<file path="src/rtl/debug_pkg.sv">
// Shared constants, state encoding and the logical control-word layout for
// the byte-stream debug command engine.
package debug_pkg;

    localparam logic [7:0] CMD_ENTER  = 8'h01;
    localparam logic [7:0] CMD_EXEC   = 8'h02;
    localparam logic [7:0] CMD_EXIT   = 8'h03;
    localparam logic [7:0] CMD_STATUS = 8'h04;

    localparam logic [7:0] RSP_ENTER_OK  = 8'hA5;
    localparam logic [7:0] RSP_EXIT_OK   = 8'h5A;
    localparam logic [7:0] RSP_NOT_ACKED = 8'hE1;
    localparam logic [7:0] RSP_ENTER_TO  = 8'hE2;
    localparam logic [7:0] RSP_EXIT_TO   = 8'hE3;
    localparam logic [7:0] RSP_BAD_CMD   = 8'hEE;

    typedef enum logic [2:0] {
        ST_IDLE,
        ST_ARGS,
        ST_REQ,
        ST_EXEC,
        ST_REL,
        ST_RESP
    } state_t;

    localparam int W0_CLR = 7;
    localparam int W0_HLT = 6;
    localparam int W0_CE  = 5;
    localparam int W0_SU  = 4;
    localparam int W0_DO  = 3;

    localparam int W1_AI = 7;
    localparam int W1_BI = 6;
    localparam int W1_OI = 5;
    localparam int W1_II = 4;
    localparam int W1_J  = 3;
    localparam int W1_FI = 2;
    localparam int W1_MI = 1;
    localparam int W1_RI = 0;

    localparam int W2_AO = 7;
    localparam int W2_BO = 6;
    localparam int W2_IO = 5;
    localparam int W2_CO = 4;
    localparam int W2_EO = 3;
    localparam int W2_RO = 2;
    localparam int W2_NO = 1;

    // Logical control word, 1 = assert, independent of pin polarity.
    typedef struct packed {
        logic clr, hlt, ce, su, dato;
        logic ai, bi, oi, ii, j, fi, mi, ri;
        logic ao, bo, io, co, eo, ro, no;
    } ctrl_word_t;

endpackage

</file>
<file path="src/rtl/debug_port_if.sv">
// RX/TX byte handshakes of the debug port. A byte moves on a clock edge where
// VALID and READY are both high; VALID holds its data stable until then.
interface debug_port_if;

    logic [7:0] RX_DATA;
    logic       RX_VALID;
    logic       RX_READY;
    logic [7:0] TX_DATA;
    logic       TX_VALID;
    logic       TX_READY;

    modport master (
        output RX_DATA, RX_VALID, TX_READY,
        input  RX_READY, TX_DATA, TX_VALID
    );

    modport slave (
        input  RX_DATA, RX_VALID, TX_READY,
        output RX_READY, TX_DATA, TX_VALID
    );

endinterface

</file>
<file path="src/rtl/debug_word_drive.sv">
// Maps the registered logical control word onto the core's physical debug pins;
// when not enabled every pin sits at its idle (deasserted) level.
module debug_word_drive
    import debug_pkg::*;
(
    input  ctrl_word_t i_word,
    input  logic [7:0] i_data,
    input  logic       i_en,
    output logic       o_clr,
    output logic       o_hlt,
    output logic       o_ce,
    output logic       o_su,
    output logic       o_ri,
    output logic       o_ai_n,
    output logic       o_bi_n,
    output logic       o_oi_n,
    output logic       o_ii_n,
    output logic       o_j_n,
    output logic       o_fi_n,
    output logic       o_mi_n,
    output logic       o_do_n,
    output logic       o_ao_n,
    output logic       o_bo_n,
    output logic       o_io_n,
    output logic       o_co_n,
    output logic       o_eo_n,
    output logic       o_ro_n,
    output logic       o_no_n,
    output logic [7:0] o_data
);

    ctrl_word_t w_act;

    assign w_act  = i_en ? i_word : '0;
    assign o_data = i_en ? i_data : 8'h00;

    assign o_clr  = w_act.clr;
    assign o_hlt  = w_act.hlt;
    assign o_ce   = w_act.ce;
    assign o_su   = w_act.su;
    assign o_ri   = w_act.ri;

    assign o_ai_n = ~w_act.ai;
    assign o_bi_n = ~w_act.bi;
    assign o_oi_n = ~w_act.oi;
    assign o_ii_n = ~w_act.ii;
    assign o_j_n  = ~w_act.j;
    assign o_fi_n = ~w_act.fi;
    assign o_mi_n = ~w_act.mi;
    assign o_do_n = ~w_act.dato;
    assign o_ao_n = ~w_act.ao;
    assign o_bo_n = ~w_act.bo;
    assign o_io_n = ~w_act.io;
    assign o_co_n = ~w_act.co;
    assign o_eo_n = ~w_act.eo;
    assign o_ro_n = ~w_act.ro;
    assign o_no_n = ~w_act.no;

endmodule

</file>
<file path="src/rtl/debug_port.sv">
// Debug command engine: parses RX command frames, negotiates debug takeover
// with the core, executes one-cycle control words and returns a TX byte.
module debug_port
    import debug_pkg::*;
#(
    parameter int ACK_TIMEOUT = 255
) (
    input  logic       CLK,
    input  logic       RESET,
    debug_port_if.slave s_byte,
    output logic       DEBUG_REQUEST,
    input  logic       DEBUG_ACK,
    output logic [7:0] DEBUG_DATA,
    output logic       D_CLR,
    output logic       D_HLT,
    output logic       D_CE,
    output logic       D_SU,
    output logic       D_RI,
    output logic       D_AIn,
    output logic       D_BIn,
    output logic       D_OIn,
    output logic       D_IIn,
    output logic       D_Jn,
    output logic       D_FIn,
    output logic       D_MIn,
    output logic       D_DOn,
    output logic       D_AOn,
    output logic       D_BOn,
    output logic       D_IOn,
    output logic       D_COn,
    output logic       D_EOn,
    output logic       D_ROn,
    output logic       D_NOn,
    input  logic [7:0] BUS,
    input  logic       HALTED,
    output state_t     o_dbg_state
);

    localparam int CW = $clog2(ACK_TIMEOUT + 1);
    localparam logic [CW-1:0] TO_LAST = CW'(ACK_TIMEOUT);

    state_t     r_state,   w_state_nxt;
    logic [1:0] r_arg_idx, w_arg_idx_nxt;
    ctrl_word_t r_word,    w_word_nxt;
    logic [7:0] r_d,       w_d_nxt;
    logic [7:0] r_tx_data, w_tx_nxt;
    logic       r_req,     w_req_nxt;
    logic [CW-1:0] r_cnt,  w_cnt_nxt;
    logic       w_rx_ready;
    logic       w_tx_valid;
    logic       w_exec;

    always_ff @(posedge CLK) begin
        if (RESET) begin
            r_state   <= ST_IDLE;
            r_arg_idx <= '0;
            r_word    <= '0;
            r_d       <= '0;
            r_tx_data <= '0;
            r_req     <= 1'b0;
            r_cnt     <= '0;
        end else begin
            r_state   <= w_state_nxt;
            r_arg_idx <= w_arg_idx_nxt;
            r_word    <= w_word_nxt;
            r_d       <= w_d_nxt;
            r_tx_data <= w_tx_nxt;
            r_req     <= w_req_nxt;
            r_cnt     <= w_cnt_nxt;
        end
    end

    always_comb begin
        w_state_nxt   = r_state;
        w_arg_idx_nxt = r_arg_idx;
        w_word_nxt    = r_word;
        w_d_nxt       = r_d;
        w_tx_nxt      = r_tx_data;
        w_req_nxt     = r_req;
        w_cnt_nxt     = r_cnt;
        w_rx_ready    = 1'b0;
        w_tx_valid    = 1'b0;
        w_exec        = 1'b0;

        unique case (r_state)
            ST_IDLE: begin
                w_rx_ready = 1'b1;
                if (s_byte.RX_VALID) begin
                    case (s_byte.RX_DATA)
                        CMD_EXEC: begin
                            w_state_nxt   = ST_ARGS;
                            w_arg_idx_nxt = '0;
                        end
                        CMD_ENTER: begin
                            w_state_nxt = ST_REQ;
                            w_req_nxt   = 1'b1;
                            w_cnt_nxt   = '0;
                        end
                        CMD_EXIT: begin
                            w_state_nxt = ST_REL;
                            w_req_nxt   = 1'b0;
                            w_cnt_nxt   = '0;
                        end
                        CMD_STATUS: begin
                            w_state_nxt = ST_RESP;
                            w_tx_nxt    = {6'b0, HALTED, DEBUG_ACK};
                        end
                        default: begin
                            w_state_nxt = ST_RESP;
                            w_tx_nxt    = RSP_BAD_CMD;
                        end
                    endcase
                end
            end
            ST_ARGS: begin
                w_rx_ready = 1'b1;
                if (s_byte.RX_VALID) begin
                    w_arg_idx_nxt = r_arg_idx + 2'd1;
                    case (r_arg_idx)
                        2'd0: begin
                            w_word_nxt.clr  = s_byte.RX_DATA[W0_CLR];
                            w_word_nxt.hlt  = s_byte.RX_DATA[W0_HLT];
                            w_word_nxt.ce   = s_byte.RX_DATA[W0_CE];
                            w_word_nxt.su   = s_byte.RX_DATA[W0_SU];
                            w_word_nxt.dato = s_byte.RX_DATA[W0_DO];
                        end
                        2'd1: begin
                            w_word_nxt.ai = s_byte.RX_DATA[W1_AI];
                            w_word_nxt.bi = s_byte.RX_DATA[W1_BI];
                            w_word_nxt.oi = s_byte.RX_DATA[W1_OI];
                            w_word_nxt.ii = s_byte.RX_DATA[W1_II];
                            w_word_nxt.j  = s_byte.RX_DATA[W1_J];
                            w_word_nxt.fi = s_byte.RX_DATA[W1_FI];
                            w_word_nxt.mi = s_byte.RX_DATA[W1_MI];
                            w_word_nxt.ri = s_byte.RX_DATA[W1_RI];
                        end
                        2'd2: begin
                            w_word_nxt.ao = s_byte.RX_DATA[W2_AO];
                            w_word_nxt.bo = s_byte.RX_DATA[W2_BO];
                            w_word_nxt.io = s_byte.RX_DATA[W2_IO];
                            w_word_nxt.co = s_byte.RX_DATA[W2_CO];
                            w_word_nxt.eo = s_byte.RX_DATA[W2_EO];
                            w_word_nxt.ro = s_byte.RX_DATA[W2_RO];
                            w_word_nxt.no = s_byte.RX_DATA[W2_NO];
                        end
                        default: begin
                            // Ack is judged at the edge that takes the D byte.
                            w_d_nxt = s_byte.RX_DATA;
                            if (DEBUG_ACK) begin
                                w_state_nxt = ST_EXEC;
                            end else begin
                                w_state_nxt = ST_RESP;
                                w_tx_nxt    = RSP_NOT_ACKED;
                            end
                        end
                    endcase
                end
            end
            ST_REQ: begin
                w_cnt_nxt = r_cnt + 1'b1;
                if (DEBUG_ACK) begin
                    w_state_nxt = ST_RESP;
                    w_tx_nxt    = RSP_ENTER_OK;
                end else if (r_cnt == TO_LAST) begin
                    w_state_nxt = ST_RESP;
                    w_tx_nxt    = RSP_ENTER_TO;
                    w_req_nxt   = 1'b0;
                end
            end
            ST_EXEC: begin
                w_exec      = 1'b1;
                w_tx_nxt    = BUS;
                w_state_nxt = ST_RESP;
            end
            ST_REL: begin
                w_cnt_nxt = r_cnt + 1'b1;
                if (!DEBUG_ACK) begin
                    w_state_nxt = ST_RESP;
                    w_tx_nxt    = RSP_EXIT_OK;
                end else if (r_cnt == TO_LAST) begin
                    w_state_nxt = ST_RESP;
                    w_tx_nxt    = RSP_EXIT_TO;
                end
            end
            ST_RESP: begin
                w_tx_valid = 1'b1;
                if (s_byte.TX_READY) begin
                    w_state_nxt = ST_IDLE;
                end
            end
            default: begin
                w_state_nxt = ST_IDLE;
            end
        endcase
    end

    // RX_READY is forced low while reset is held, even once the state is IDLE.
    assign s_byte.RX_READY = w_rx_ready & ~RESET;
    assign s_byte.TX_VALID = w_tx_valid;
    assign s_byte.TX_DATA  = r_tx_data;
    assign DEBUG_REQUEST   = r_req;
    assign o_dbg_state     = r_state;

    debug_word_drive u_word_drive (
        .i_word (r_word),
        .i_data (r_d),
        .i_en   (w_exec),
        .o_clr  (D_CLR),
        .o_hlt  (D_HLT),
        .o_ce   (D_CE),
        .o_su   (D_SU),
        .o_ri   (D_RI),
        .o_ai_n (D_AIn),
        .o_bi_n (D_BIn),
        .o_oi_n (D_OIn),
        .o_ii_n (D_IIn),
        .o_j_n  (D_Jn),
        .o_fi_n (D_FIn),
        .o_mi_n (D_MIn),
        .o_do_n (D_DOn),
        .o_ao_n (D_AOn),
        .o_bo_n (D_BOn),
        .o_io_n (D_IOn),
        .o_co_n (D_COn),
        .o_eo_n (D_EOn),
        .o_ro_n (D_ROn),
        .o_no_n (D_NOn),
        .o_data (DEBUG_DATA)
    );

endmodule

</file>
<file path="src/flat_wrapper.sv">
// flat-port wrapper written by rule: the top's interface ports become plain ports
module debug_port_flat import debug_pkg::*;
#(
    parameter int ACK_TIMEOUT = 255
)
  (CLK, RESET, DEBUG_REQUEST, DEBUG_ACK, DEBUG_DATA, D_CLR, D_HLT, D_CE, D_SU, D_RI, D_AIn, D_BIn, D_OIn, D_IIn, D_Jn, D_FIn, D_MIn, D_DOn, D_AOn, D_BOn, D_IOn, D_COn, D_EOn, D_ROn, D_NOn, BUS, HALTED, o_dbg_state, s_byte_RX_DATA, s_byte_RX_VALID, s_byte_TX_READY, s_byte_RX_READY, s_byte_TX_DATA, s_byte_TX_VALID);
  debug_port_if s_byte_i ();
  input  logic CLK;
  input  logic RESET;
  output logic DEBUG_REQUEST;
  input  logic DEBUG_ACK;
  output logic [7:0] DEBUG_DATA;
  output logic D_CLR;
  output logic D_HLT;
  output logic D_CE;
  output logic D_SU;
  output logic D_RI;
  output logic D_AIn;
  output logic D_BIn;
  output logic D_OIn;
  output logic D_IIn;
  output logic D_Jn;
  output logic D_FIn;
  output logic D_MIn;
  output logic D_DOn;
  output logic D_AOn;
  output logic D_BOn;
  output logic D_IOn;
  output logic D_COn;
  output logic D_EOn;
  output logic D_ROn;
  output logic D_NOn;
  input  logic [7:0] BUS;
  input  logic HALTED;
  output state_t o_dbg_state;
  input wire logic [$bits(s_byte_i.RX_DATA)-1:0] s_byte_RX_DATA;
  input wire logic [$bits(s_byte_i.RX_VALID)-1:0] s_byte_RX_VALID;
  input wire logic [$bits(s_byte_i.TX_READY)-1:0] s_byte_TX_READY;
  output wire logic [$bits(s_byte_i.RX_READY)-1:0] s_byte_RX_READY;
  output wire logic [$bits(s_byte_i.TX_DATA)-1:0] s_byte_TX_DATA;
  output wire logic [$bits(s_byte_i.TX_VALID)-1:0] s_byte_TX_VALID;
  assign s_byte_i.RX_DATA = s_byte_RX_DATA;
  assign s_byte_i.RX_VALID = s_byte_RX_VALID;
  assign s_byte_i.TX_READY = s_byte_TX_READY;
  assign s_byte_RX_READY = s_byte_i.RX_READY;
  assign s_byte_TX_DATA = s_byte_i.TX_DATA;
  assign s_byte_TX_VALID = s_byte_i.TX_VALID;
  debug_port #(.ACK_TIMEOUT(ACK_TIMEOUT)) u_core (.CLK(CLK), .RESET(RESET), .s_byte(s_byte_i), .DEBUG_REQUEST(DEBUG_REQUEST), .DEBUG_ACK(DEBUG_ACK), .DEBUG_DATA(DEBUG_DATA), .D_CLR(D_CLR), .D_HLT(D_HLT), .D_CE(D_CE), .D_SU(D_SU), .D_RI(D_RI), .D_AIn(D_AIn), .D_BIn(D_BIn), .D_OIn(D_OIn), .D_IIn(D_IIn), .D_Jn(D_Jn), .D_FIn(D_FIn), .D_MIn(D_MIn), .D_DOn(D_DOn), .D_AOn(D_AOn), .D_BOn(D_BOn), .D_IOn(D_IOn), .D_COn(D_COn), .D_EOn(D_EOn), .D_ROn(D_ROn), .D_NOn(D_NOn), .BUS(BUS), .HALTED(HALTED), .o_dbg_state(o_dbg_state));
endmodule
</file>
<file path="config.mk">
export PLATFORM = sky130hd
export DESIGN_NAME = debug_port_flat
export DESIGN_NICKNAME = d
export VERILOG_FILES = /design/src/rtl/debug_pkg.sv /design/src/rtl/debug_port_if.sv /design/src/rtl/debug_word_drive.sv /design/src/rtl/debug_port.sv /design/src/flat_wrapper.sv
export SDC_FILE = /design/constraint.sdc
export NUM_CORES = 1
export LEC_CHECK = 0
export ABC_AREA = 1
export ABC_CLOCK_PERIOD_IN_PS = 1500
export CAP_MARGIN = 20
export CORE_ASPECT_RATIO = 1.2
export CORE_MARGIN = 10
export CORE_UTILIZATION = 45
export CTS_CLUSTER_DIAMETER = 50
export DETAILED_ROUTE_END_ITERATION = 16
export PLACE_DENSITY = 0.83
export SLEW_MARGIN = 20
export SYNTH_ARGS = -nofsm -noshare
export SYNTH_HDL_FRONTEND = slang
export SYNTH_SLANG_ARGS = --single-unit
</file>
<file path="constraint.sdc">
create_clock -name CLK -period 1.5 [get_ports CLK]
set_input_delay 0.225 -clock CLK [delete_from_list [all_inputs] [get_ports CLK]]
set_output_delay 0.225 -clock CLK [all_outputs]
set_load 0.005 [all_outputs]
</file>
==> results.toml, run 1 <==
[floorplan]
die_x_um = 92.0
rows = 31
dieArea_sq_mm = 0.00979
die_h_um = 106
num_io_pins = 64
start_util_pct = 46.3
core_area_sq_mm = 0.00605

[worst_setup_path]
r2r-start = "u_core.o_dbg_state[1]"
endpoint_kind = "flop"
r2r_slack_ns = -0.36
path_class = "reg2reg"
crit_fanout = 8
critPathTopFamily = "simple AND/OR/NAND/NOR gates"
slowest_delay_ns = 0.36
start_kind = "flop"
critPathLaunch = "u_core.o_dbg_state[1]"
crit_chain = "buf_12, buf_12, nor2_8, nand2_8, buf_8, nor2_8, buf_4, nand2_8, a21oi_1, nor2_1"
cp.arrival_ns = 2.07
cpMaxStageDelayCell = "dfxtp_4"
critical_path_buf_inv_count = 4
crit_required_ns = 1.71

[timing]
timing.final.ws_setup_ns = -0.360
maxSlewHeadroom_pct = 72.9
timing.fmax_ghz = 0.538
tns_ns = -13.26
finalHoldViolCount = 0
worst_pin_slew_ns = 0.407
finalSetupViolCount = 79
rsz0062_at_grt = "yes"
whs_ns = 0.305
slew_viol_final = 0
period_share_pct = 124
fin_skew_ns = 0.00472
min_period_ns = 1.86

[clock_network]
hold_buffers = 0
htreeDepth = 2
clock_path_buffers = 2
numCtsBuffers = 5
clk_pin_slew_ns = 0.10
clock_sinks = 50
cts_tree = "built"
clk_latency_ns = 0.32
cts_root_buf = "clkbuf_8"

[run]
cap_violations = 0

[power_and_ir_drop]
peakVddDrop_mv = 0.730
p_sw_share_pct = 41.9
intPower_mw = 3.99
power_density_mw_per_mm2 = 1400
comb_power_share_pct = 57.7
switchingPower_mw = 2.88
pwr-share-clk_pct = 17.1
finalPower_mw = 6.87
p_leak_nw = 2.05
power_frac_seq_pct = 25.2

[routing]
vias = 3687
drt_iter0_drc = 513
ant_nets = 0
avgViaCountPerCell = 5.82
wl_per_cell_um = 20.8
drcViolationCount = 0
first_pass_iters = 6
routed_wl_um = 13200

[grt]
grt_pass1_wl_um = 17000
grt_antenna_before_repair = 0
grt_pass1_vias = 3539
grt_max_degree = 29
grt_overflow = 0
grt.total_usage_pct = 21.0

[place]
pre_cts_slack_ns = -0.442
portBuffers = 63
place_inst = 601
post_dp_cell_area_sq_mm = 0.00402
hpwl_um = 6220
gp_congestion = 0.938

[synthesis]
synth_edf_count = 0
yosysSeqAreaShare_pct = 35.8
synth_async_sr_flop_share_pct = 0
netlist_area_sq_mm = 0.00280
ys_types = 37
synth-main-ff-cell = "dfxtp_1"
yosys_warnings = 0
synth_area_per_cell_sq_um = 7.03
syn_nets = 425
synth_seq_cells = 50
syn-instance-count = 398

[status]
status = "complete, but fails checks"
failed_checks = "negative setup slack"

[hold_path]
hold_path.class = "in2reg"
min_from = "s_byte_RX_DATA[6]"

[finish]
area_delta_synth_final_pct = 75.3
layout-drive-gt1-share_pct = 51.2
postLayoutCoreUtil_pct = 81.1
fin_area_sq_mm = 0.00491
final_nets = 577
antenna_cells = 0
layoutNonFillerInstCount = 633
==> flip-flops by register name (all words and copies together) (netlist names) <==
name,flops
u_core.o_dbg_state,3
u_core.r_word,20
u_core.r_arg_idx,2
u_core.s_byte.TX_DATA,8
u_core.r_d,8
u_core.DEBUG_REQUEST,1
u_core.r_cnt,8
==> layout make-up <==
class | instances | area (sq um)
well taps | 82 | 103
clock inverters | 3 | 68.8
fillers | 308 | 1140
clock buffers | 5 | 68.8
flip-flops and latches | 50 | 1010
repair buffers | 157 | 1420
inverters | 40 | 171
multi-input cells | 296 | 2060
==> cells by family (layout without fill, tap and decap cells) <==
group | after synthesis | after routing | share of synthesized area (%)
buffers and inverters | 55 | 205 | 9.92
XOR/XNOR | 3 | 3 | 0.939
AND/OR/NAND/NOR | 212 | 215 | 37.0
adder cells (fa/ha/maj) | 5 | 5 | 2.24
AO/OA/AOI/OAI | 73 | 73 | 14.2
flip-flops | 50 | 50 | 35.8
==> tightest hold or removal path, stage by stage <==
cell and delay [ns]:
dlymetal6s2s_1 0.20, o21ai_4 0.09, a21oi_2 0.09
==> final timing paths <==
path | endpoint | cells past startpoint
setup reg to reg | u_core.r_word[14] | 10
hold reg to reg | u_core.r_d[0] | 2
hold / removal | u_core.r_d[6] | 3
setup / recovery | u_core.r_word[14] | 10
==> synthesized netlist by cell type, types with 2 or more instances <==
cell       n  area share (%)
nor3_1     3            0.54
nand2_1   80              11
nand3_1   14             2.5
o21bai_1   2            0.54
xor2_1     2            0.63
o21ai_2    5             1.6
o211ai_1   2            0.54
nand4_1    7             1.6
buf_2      2            0.36
o21ai_0   14             2.5
ha_1       5             2.2
nor2_8     2             1.4
inv_6      2            0.63
a21oi_1   46             8.2
nor2_4     3             1.2
dfxtp_1   50              36
nor2_2    13             2.9
buf_6      7             2.8
nor2_1    67             9.0
inv_1     36             4.8
nand2_4    4             1.6
clkbuf_1   5            0.67
o21ai_1    2            0.36
nand2_2   11             2.5
nand3b_1   2            0.54
==> layer usage <==
| metal | wire [um] | vias to the layer above | track usage [%] |
|---|---|---|---|
| li1 | - | 1577 | - |
| met1 | 4610 | 1711 | 20.9 |
| met2 | 6330 | 289 | 38.9 |
| met3 | 1220 | 110 | 5.07 |
| met4 | 1010 | 0 | 11.3 |
| met5 | 0 | - | 0 |
==> timing repair <==
action	CTS	global route
setup buffers	14	6
gates cloned	2	2
gates resized for setup	201	101
endpoints found under the setup margin	82	77
pin swaps	17	26
==> layout by cell type (no fill, tap or decap), drive strengths merged, types with 2 or more instances in the layout <==
cell | Yosys | routed
o21ai | 21 | 21
o211ai | 2 | 2
nor2 | 85 | 85
ha | 5 | 5
buf | 10 | 124
a21oi | 46 | 46
clkbuf | 5 | 5
nand3 | 16 | 16
nand2 | 96 | 99
nand3b | 2 | 2
dlygate4sd2 | 0 | 3
dfxtp | 50 | 50
clkdlybuf4s50 | 0 | 27
inv | 40 | 39
xor2 | 2 | 2
nor3 | 4 | 4
or2 | 2 | 2
bufinv | 0 | 2
nand4 | 7 | 7
o21bai | 2 | 2
dlymetal6s2s | 0 | 3
==> power groups by stage <==
stage	clock network [mW]	registers [mW]	logic [mW]
detailed placement	0	1.72	2.64
floorplan	0	1.69	1.50
finish	1.18	1.73	3.96
global route	1.21	1.75	4.14
global placement	0	1.70	2.57
CTS	1.15	1.70	3.24
Note: power is estimated with default switching activity, not from simulation.
==> run 2, diff against run 1 <==
CORE_UTILIZATION = 40   (was 45)
PLACE_DENSITY = 0.76   (was 0.83)
==> run 2 against run 1 <==
- sequential power about the same
- largest cell class unchanged
- the flow still finishes with violations (negative setup slack)
- global-route usage down 4.2 points
- core utilization down 10 points
==> results.toml, run 2 (synthesized netlist as in run 1, its figures left out) <==
[status]
status = "complete, but fails checks"
failed_checks = "negative setup slack"

[power_and_ir_drop]
finalPower_mw = 6.38
p_leak_nw = 2.06
peakVddDrop_mv = 0.863
comb_power_share_pct = 59.4
p_sw_share_pct = 41.7
pwr-share-clk_pct = 13.7
intPower_mw = 3.72
switchingPower_mw = 2.66
power_density_mw_per_mm2 = 1320
power_frac_seq_pct = 26.8

[grt]
grt_overflow = 0
grt.total_usage_pct = 16.8
grt_max_degree = 22
grt_antenna_before_repair = 0
grt_pass1_vias = 3223
grt_pass1_wl_um = 14900

[floorplan]
dieArea_sq_mm = 0.0108
start_util_pct = 41.1
rows = 33
core_area_sq_mm = 0.00681
die_x_um = 96.4
die_h_um = 112
num_io_pins = 64

[hold_path]
hold_path.class = "in2reg"
min_from = "s_byte_RX_DATA[4]"
hold_path_depth = 3

[finish]
largest_reg_flops = 20
regMostFlops = "u_core.r_word"
final_cell_mix = "buf_4 (68), nand2_1 (55), nor2_1 (47), dfxtp_1 (44), inv_1 (33)"
layout-drive-gt1-share_pct = 48.3
area_delta_synth_final_pct = 72.4
fillers = 470
antenna_cells = 0
multi_input_area_sq_mm = 0.00200
layout_commonest_cell = "buf_4"
final_nets = 571
regArea_sq_mm = 0.00102

[place]
pre_cts_slack_ns = -0.427
portBuffers = 63
gp_congestion = 0.935
hpwl_um = 6160

[routing]
wl_per_cell_um = 17.5
vias = 3360
routed_wl_um = 11100
ant_nets = 0
routed.top_layer = "met4"
avgViaCountPerCell = 5.32
dr_wl_met3_um = 562
first_pass_iters = 4
drt_iter0_drc = 185
route.met2.wl_um = 5850
drcViolationCount = 0
wl_met1_um = 3940

[timing]
fin_skew_ns = 0.0115
timing.final.ws_setup_ns = -0.156
whs_ns = 0.284
period_share_pct = 110
rsz0062_at_grt = "yes"
worst_pin_slew_ns = 0.448
min_period_ns = 1.66
finalHoldViolCount = 0
maxSlewHeadroom_pct = 70.1
finalSetupViolCount = 62
slew_viol_final = 0
timing.fmax_ghz = 0.604

[clock_network]
clk_pin_slew_ns = 0.10
cts_root_buf = "clkbuf_8"
numCtsBuffers = 5
clock_path_buffers = 2
clock_sinks = 50
cts_tree = "built"
htreeDepth = 2
clk_latency_ns = 0.32
hold_buffers = 0

[worst_setup_path]
reg2reg_depth = 11
critPathLaunch = "u_core.o_dbg_state[1]"
r2r-start = "u_core.o_dbg_state[1]"
path_class = "reg2reg"
cp.arrival_ns = 1.91
crit_fanout = 6
endpoint_kind = "flop"
start_kind = "flop"
crit_required_ns = 1.75

[run]
cap_violations = 0
==> run 2: cell count changes in the layout (fill, tap and decap cells not counted), sizes merged <==
cell           before  now
inv                39   41
buf               124  109
clkbuf              5    8
clkdlybuf4s50      27   29
clkdlybuf4s15       0    6
dlymetal6s2s        3    1
bufinv              2    0
==> run 2: power by group through the flow <==
stage / logic, mW / registers (mW) / clock network (mW)
floorplan: 1.50 / 1.69 / 0
global placement: 2.63 / 1.70 / 0
detailed placement: 2.68 / 1.70 / 0
CTS: 3.23 / 1.71 / 0.873
global route: 4.03 / 1.74 / 0.931
finish: 3.79 / 1.71 / 0.876
==> run 2: metal layers <==
metal  global-route usage (%)  up-vias
li1                         -     1569
met1                     17.9     1594
met2                     30.7      138
met3                     3.29       59
met4                     6.99        0
met5                        0        -
==> run 2: per-stage QoR <==
step	area [sq um]	TNS (ns)	util (%)	cells
after floorplan	2800	0	-	398
after global routing	4820	-8.96	70.8	632
final	4820	-5.52	70.8	632
after global placement	4040	-11.02	59.4	609
after CTS	4410	-1.39	64.8	628
after detailed placement	4040	-12.41	59.4	609
==> run 2: final timing paths <==
| check | end | slack (ns) |
|---|---|---|
| worst max-delay path | u_core.s_byte.TX_DATA[0] | -0.16 |
| worst min-delay path | u_core.r_word[16] | 0.28 |
| worst max register to register | u_core.s_byte.TX_DATA[0] | -0.16 |
| worst min register to register | u_core.r_d[5] | 0.46 |
==> run 2: area by class of cell <==
cell class                      instances  area share, %
Timing Repair Buffer                  151           29.5
Tap cell                               87           2.26
Inverter                               40           3.66
Clock buffer                            5           1.43
Multi-Input combinational cell        296           41.5
Clock inverter                          3          0.596
Sequential cell                        50           21.1
==> run 2: worst max-delay path, cell delays in order, from the launching register on <==
cell and delay (ns):
dfxtp_4 0.38, buf_12 0.15, inv_8 0.06, nand2_8 0.06, nand2_4 0.08, o21ai_2 0.07
nor2_2 0.16, nand2_2 0.10, nor2_4 0.19, clkbuf_16 0.19, nor2_2 0.03, nor2_1 0.11
==> run 2: repair_timing <==
item                       4_1_cts  5_1_grt
pin swaps                       16       25
gates cloned                     4        1
setup endpoints to repair       73       78
setup buffers                    7        3
gates resized for setup        177      109
